**src/rtl/common_fifo_credit_pkg.sv**
```systemverilog
// Shared types and helpers for the credit-based FIFO link (transmitter side and
// the matching receiver).
package common_fifo_credit_pkg;

   typedef enum logic [1:0] {
      CNT_HOLD = 2'b00,
      CNT_DEC  = 2'b01,
      CNT_INC  = 2'b10,
      CNT_NET  = 2'b11
   } cnt_op_e;

   function automatic int credit_width(input int max_credit);
      return $clog2(max_credit + 1);
   endfunction

endpackage

```
**src/rtl/common_credit_counter_sat.sv**
```systemverilog
// Up/down counter that saturates at zero and at MAX; a lone increment at
// MAX is reported on ovf_pulse instead of wrapping.
module common_credit_counter_sat
   import common_fifo_credit_pkg::*;
#(
   parameter int MAX         = 4,
   parameter int RESET_VALUE = 4,
   parameter int W           = credit_width(MAX)
) (
   input  logic         clk,
   input  logic         reset,
   input  logic         inc,
   input  logic         dec,
   output logic [W-1:0] cnt,
   output logic         zero,
   output logic         at_max,
   output logic         ovf_pulse
);

   localparam logic [W-1:0] MAX_V = W'(MAX);
   localparam logic [W-1:0] RST_V = W'(RESET_VALUE);
   localparam logic [W-1:0] ONE   = W'(1);

   cnt_op_e      op;
   logic [W-1:0] cnt_nxt;

   assign op     = cnt_op_e'({inc, dec});
   assign zero   = (cnt == '0);
   assign at_max = (cnt == MAX_V);

   always_comb begin
      cnt_nxt   = cnt;
      ovf_pulse = 1'b0;
      unique case (op)
         CNT_DEC: begin
            if (!zero) cnt_nxt = cnt - ONE;
         end
         CNT_INC: begin
            if (at_max) ovf_pulse = 1'b1;
            else        cnt_nxt   = cnt + ONE;
         end
         CNT_HOLD,
         CNT_NET: cnt_nxt = cnt;
         default: cnt_nxt = cnt;
      endcase
   end

   always_ff @(posedge clk or negedge reset) begin
      if (!reset) cnt <= RST_V;
      else        cnt <= cnt_nxt;
   end

endmodule

```
**src/rtl/common_fifo_credit_tx.sv**
```systemverilog
// Credit-based transmitter: pushes into a remote FIFO over a registered link
// only while it holds credit, so the far FIFO never sees a push when full.
module common_fifo_credit_tx
   import common_fifo_credit_pkg::*;
#(
   parameter  int FIFO_WIDTH   = 1,
   parameter  int CREDIT_MAX   = 4,
   localparam int CREDIT_WIDTH = credit_width(CREDIT_MAX)
) (
   input  logic                    clk,
   input  logic                    reset,
   input  logic [FIFO_WIDTH-1:0]   s_din,
   input  logic                    s_valid,
   output logic                    s_ready,
   output logic [FIFO_WIDTH-1:0]   m_dout,
   output logic                    m_wen,
   input  logic                    m_credit_ret,
   output logic [CREDIT_WIDTH-1:0] credit_cnt,
   output logic                    credit_idle,
   output logic                    err_overflow
);

   logic zero;
   logic at_max;
   logic ovf_pulse;
   logic accept;

   // s_ready depends only on the registered count, never on inputs
   assign s_ready     = ~zero;
   assign accept      = s_valid & s_ready;
   assign credit_idle = at_max;

   common_credit_counter_sat #(
      .MAX         (CREDIT_MAX),
      .RESET_VALUE (CREDIT_MAX),
      .W           (CREDIT_WIDTH)
   ) u_cnt (
      .clk       (clk),
      .reset     (reset),
      .inc       (m_credit_ret),
      .dec       (accept),
      .cnt       (credit_cnt),
      .zero      (zero),
      .at_max    (at_max),
      .ovf_pulse (ovf_pulse)
   );

   always_ff @(posedge clk or negedge reset) begin
      if (!reset) begin
         m_wen  <= 1'b0;
         m_dout <= '0;
      end else begin
         m_wen <= accept;
         if (accept) m_dout <= s_din;
      end
   end

   always_ff @(posedge clk or negedge reset) begin
      if (!reset)         err_overflow <= 1'b0;
      else if (ovf_pulse) err_overflow <= 1'b1;
   end

endmodule
```
**config.mk**
```make
export PLATFORM = sky130hd
export DESIGN_NAME = common_fifo_credit_tx
export DESIGN_NICKNAME = d
export VERILOG_FILES = /design/src/rtl/common_fifo_credit_pkg.sv /design/src/rtl/common_credit_counter_sat.sv /design/src/rtl/common_fifo_credit_tx.sv
export SDC_FILE = /design/constraint.sdc
export NUM_CORES = 1
export LEC_CHECK = 0
export CORE_AREA = 2 2 39 41
export DETAILED_ROUTE_END_ITERATION = 6
export DIE_AREA = 0 0 41 43
export GPL_TIMING_DRIVEN = 0
export HOLD_SLACK_MARGIN = 0.1
export SKIP_LAST_GASP = 1
export SLEW_MARGIN = 30
export SYNTH_ARGS = -nofsm -noshare
export SYNTH_HDL_FRONTEND = slang
export SYNTH_SLANG_ARGS = --single-unit
```
**constraint.sdc**
```tcl
create_clock -name clk -period 4.67 [get_ports clk]
set_input_delay 0.7005 -clock clk [delete_from_list [all_inputs] [get_ports clk]]
set_output_delay 0.7005 -clock clk [all_outputs]
set_load 0.005 [all_outputs]
```
; Yosys cells after proc, flatten, opt, wreduce, memory -nomap -nowiden
; Index checks and enable logic that the tools add are counted.
[op_classes]
add_sub_neg = 2
eq_ne = 6
muxes = 5
bitwise = 3
reduce_logical = 4
[ops]
columns = cell, count
row1 = $mux 3, 2
row2 = $pmux 3 s2, 1
row3 = $eq 2x2->1 const B, 2
row4 = $ne 2x2->1 const B, 2
row5 = $add 3x1->3 const B, 1
row6 = $eq 3x3->1 const B, 1
row7 = $logic_not 3->1, 1
row8 = $reduce_and 3->1, 1
row9 = $sub 3x1->3 const B, 1
row10 = $eq 2x1->1 const B, 1
row11 = $logic_not 2->1, 1
row12 = $mux 1, 2
row13 = $not 1->1, 2
row14 = $reduce_or 2->1, 1
row15 = $and 1x1->1, 1
[word_totals]
regBits = 6
inputBits = 5

; Logic depth before layout (Yosys ltp)
[depth]
ltp_word = 7
ltp_mapped = 8
depth_no_buf = 8

; By module
; From an unflattened synthesis, not the netlist that was laid out.
[unflattened]
cells_unflattened = 34
hier_area_um2 = 365.4
[modules_own_cells]
columns = mod, n_inst, cells_each, area_each_um2, seq_area_each_um2
row1 = common_credit_counter_sat, 1, 27, 251.5, 76.3
row2 = common_fifo_credit_tx, 1, 7, 113.9, 75.1

; Worst setup path before layout
; OpenSTA, ideal clock, no wires.
[synth_timing]
path_type = register -> register
from = register u_cnt.cnt[0]
to = register u_cnt.cnt[2]
arrival_time_ps = 2157
t_required_ps = 4582
slack_ps = 2424
path_stages_with_launch = 9
cell_sequence = dfrtp_1 or3_4 nand2_4 ha_1 inv_1 fa_1 or3b_1 a21oi_1 a221oi_1
[synth_between]
elab_chain_len = 7
word_cells_on_any_way = 18
cone_classes = add/sub: 2 / eq/ne: 6 / mux: 3 / bitwise: 3 / reduce/logical: 4
[synth_lines]
columns = item, line_no
row1 = from (decl), common_credit_counter_sat.sv:14  ; output logic [W-1:0] cnt,
row2 = from (signal assigned), common_credit_counter_sat.sv:50  ; else cnt <= cnt_nxt;
row3 = $logic_not 3->1 *, common_credit_counter_sat.sv:28  ; assign zero = (cnt == '0);
row4 = $not 1->1 *, common_fifo_credit_tx.sv:29  ; assign s_ready = ~zero;
row5 = via s_ready, common_fifo_credit_tx.sv:14  ; output logic s_ready,
row6 = $and 1x1->1 *, common_fifo_credit_tx.sv:30  ; assign accept = s_valid & s_ready;
row7 = $eq 2x2->1 / $logic_not 2->1 (equally long branches), common_credit_counter_sat.sv:34  ; unique case (op)
row8 = $reduce_or 2->1, common_credit_counter_sat.sv:34
row9 = $not 1->1 (no source line), --
row10 = $reduce_and 3->1 (no source line), --
; The timed path passes the listed nets; every way through them passes the cells marked *. The select of a mux whose other input is x is not followed.
; A chain may end at the register's enable or synchronous reset.

; Worst setup path in the final report
[layout_timing]
from = register u_cnt.cnt[0]
to = register u_cnt.cnt[2]
[layout_between]
elab_chain_len = 7
word_cells_on_any_way = 18
cone_classes = add/sub: 2 / eq/ne: 6 / mux: 3 / bitwise: 3 / reduce/logical: 4
[layout_lines]
columns = item, line_no
row1 = $logic_not 3->1, common_credit_counter_sat.sv:28
row2 = $not 1->1, common_fifo_credit_tx.sv:29
row3 = $and 1x1->1, common_fifo_credit_tx.sv:30
row4 = $eq 2x2->1 / $logic_not 2->1 (equally long branches), common_credit_counter_sat.sv:34
row5 = $reduce_or 2->1, common_credit_counter_sat.sv:34
row6 = $not 1->1 (no source line), --
row7 = $reduce_and 3->1 (no source line), --
; Parallel ways exist; a longest one is shown, timed or not. The select of a mux whose other input is x is not followed.

==> results.toml <==
[yosys]
yosysUniqueCellTypes = 20
avgSynthCellArea_um2 = 10.6
synth_top_family_by_area = "simple AND/OR/NAND/NOR gates"
synth_compound_area_share_pct = 11.1
yosys_warnings = 0
syn-num-nets = 42
synthSimpleGateAreaFrac_pct = 20.5
yosysTopAreaCellShare_pct = 34.7
synthMuxAreaShare_pct = 9.72
syn-instance-count = 34
yosysSeqAreaShare_pct = 42.0
syn_area_um2 = 360
synth_xor_area_share_pct = 0
synthAdderAreaFrac_pct = 12.5
netlist_top_cells_area = "dfrtp_1 (35%), dfstp_2 (7.3%), ha_1 (6.9%)"
synth_seq_cells = 6
synth_top_area_cell = "dfrtp_1"

[worst_setup_path]
cp_cell_sequence = "or3_4 -> nand2_4 -> ha_1 -> inv_1 -> fa_1 -> or3b_1 -> a21oi_1 -> a221oi_1"
cp.buffers_inverters = 1
crit_path_end_kind = "register"
critical_path.max_stage_delay_ns = 0.48
cp_top_family = "simple AND/OR/NAND/NOR gates"
worstPathRequired_ns = 4.82
crit_slowest_cell = "dfrtp_1"
worstPathMaxFanout = 8
worstPathArrival_ns = 2.56
crit_path_start_kind = "register"
path_class = "register to register"

[floorplan]
row_count = 14
num_io_pins = 13
dieArea_um2 = 1760
dieWidth_um = 41
start_util_pct = 26.0
die_h_um = 43
core_area_um2 = 1380

[placed_design]
gp_congestion = 0.674
portBuffers = 12
place.detailed.hpwl_um = 627
post-place-ws_ns = 2.05
placed_area_um2 = 500

[finish]
n_antenna_cell = 0
fin_area_um2 = 527
drive_gt1_share_pct = 14.0
final_cell_mix = "clkdlybuf4s50_1 (12), dfrtp_1 (5), inv_1 (4), nor2_1 (3), clkbuf_4 (3)"
fin_nets = 59
area_growth_pct = 46.2
layout_commonest_cell = "clkdlybuf4s50_1"

[sta]
holdWs_ns = 0.448
post-route-period-util_pct = 51.6
setup_violations = 0
worst_slew_pin_slew_ns = 0.292
timing_hold_violations_final = 0
max_slew_margin_pct = 80.5
fin_setup_tns_ns = 0
min_period_ns = 2.41
rsz0062_at_grt = "false"
setup_ws_ns = 2.26
fmax_ghz = 0.415
finalClockSkew_ns = 0.00934
slew_viol_final = 0

[clock_tree]
cts_tree = "yes"
cts_buffers = 3
ctsHoldBuffers = 0
clock-root-buffer = "clkbuf_4"
htreeDepth = 1
insertion_delay_ns = 0.25
clkSinkCount = 6
clk_pin_slew_ns = 0.05
clockBufferDepth = 2
cts_setup_buffers = 0
ctsResizeCount = 0

[detailed_routing]
routedWlPerCell_um = 12.0
drc = 0
ant_nets = 0
firstDrtPassIters = 1
drtIter0Drc = 0
vias = 298
viasPerCell = 4.52
wirelength_um = 791

[outcome]
status = "finished, final reports clean"

[global_routing]
antenna_found_initial = 0
grtUsageTotal_pct = 10.7
grt_remaining_overflow = 0
grt_pass1_vias = 261
grt_pass1_wl_mm = 1.17
grt_max_degree = 9

[worst_hold_path]
hold_class = "register to register"

[pwr]
power_density_nw_per_um2 = 650
power.leakage_uw = 0.000240
peakVddDrop_mv = 0.198

[run]
drv_cap = 0
-- logic make-up after synthesis --
group                    count (synthesis)
adder cells (fa/ha/maj)                  3
flip-flops                               6
AO/OA/AOI/OAI                            6
AND/OR/NAND/NOR                         12
multiplexers                             3
buffers and inverters                    4
-- state kept, by name, indices dropped and copies added, names as in the netlist --
name          flops
err_overflow      1
m_dout            1
m_wen             1
u_cnt.cnt         3
-- worst register-to-register path: cells and delay by family, from the launching register on --
family                     cells  cell delay (ns)
AOI/OAI and AO/OA              2             0.20
DFF                            1             0.48
buffers and inverters          1             0.08
adders and majority gates      2             0.66
and+or+nand+nor                3             0.90
-- where the power goes --
part	internal [uW]	switching (uW)	leakage (uW)	total (uW)
clock network	32.4	19.7	0.0000150	52.1
logic	108	67.2	0.000157	175
registers	78.8	36.0	0.0000680	115
total	219	123	0.000240	342
-- per-layer routing --
metal	global-route usage, %	up-vias	wire length [um]
met4	10.0	0	0
met2	15.9	3	455
met3	1.57	0	10
li1	-	149	-
met1	12.1	146	325
met5	0	-	0
-- layout make-up --
type | instances | area [um2]
Clock buffer | 4 | 26.3
Fill cell | 144 | 857
Inverter | 4 | 15.0
Multi-Input combinational cell | 24 | 194
Sequential cell | 6 | 151
Tap cell | 16 | 20.0
Timing Repair Buffer | 12 | 120
-- stage by stage --
step	util (%)	cells	total power, uW
floorplan	-	34	205
finish	38.1	66	342
global placement	36.2	62	287
global route	38.1	66	370
detailed placement	36.2	62	293
CTS	38.1	66	348
-- path summary, 6_finish.rpt --
path / from / endpoint / slack (ns) / cells past startpoint
max in group asynchronous: reset / u_cnt.cnt[2] / 3.68 / 1
worst min register to register: err_overflow / err_overflow / 0.45 / 1
worst min-delay path: err_overflow / err_overflow / 0.45 / 1
worst max-delay path: u_cnt.cnt[0] / u_cnt.cnt[2] / 2.26 / 8
min in group asynchronous: reset / u_cnt.cnt[0] / 0.70 / 1
worst max register to register: u_cnt.cnt[0] / u_cnt.cnt[2] / 2.26 / 8
-- synth_stat cells --
library cell  instances
nor3_1                2
a21oi_1               1
mux2i_1               2
nand2_1               2
nand2_4               1
or3b_1                1
fa_1                  1
nor2_1                3
a21o_1                2
o21ai_0               1
dfstp_2               1
nand2b_1              1
a221oi_1              1
inv_1                 4
or3_4                 1
nand3b_1              1
o22ai_1               1
dfrtp_1               5
mux2_4                1
ha_1                  2
(Power assumes the default switching activity.)
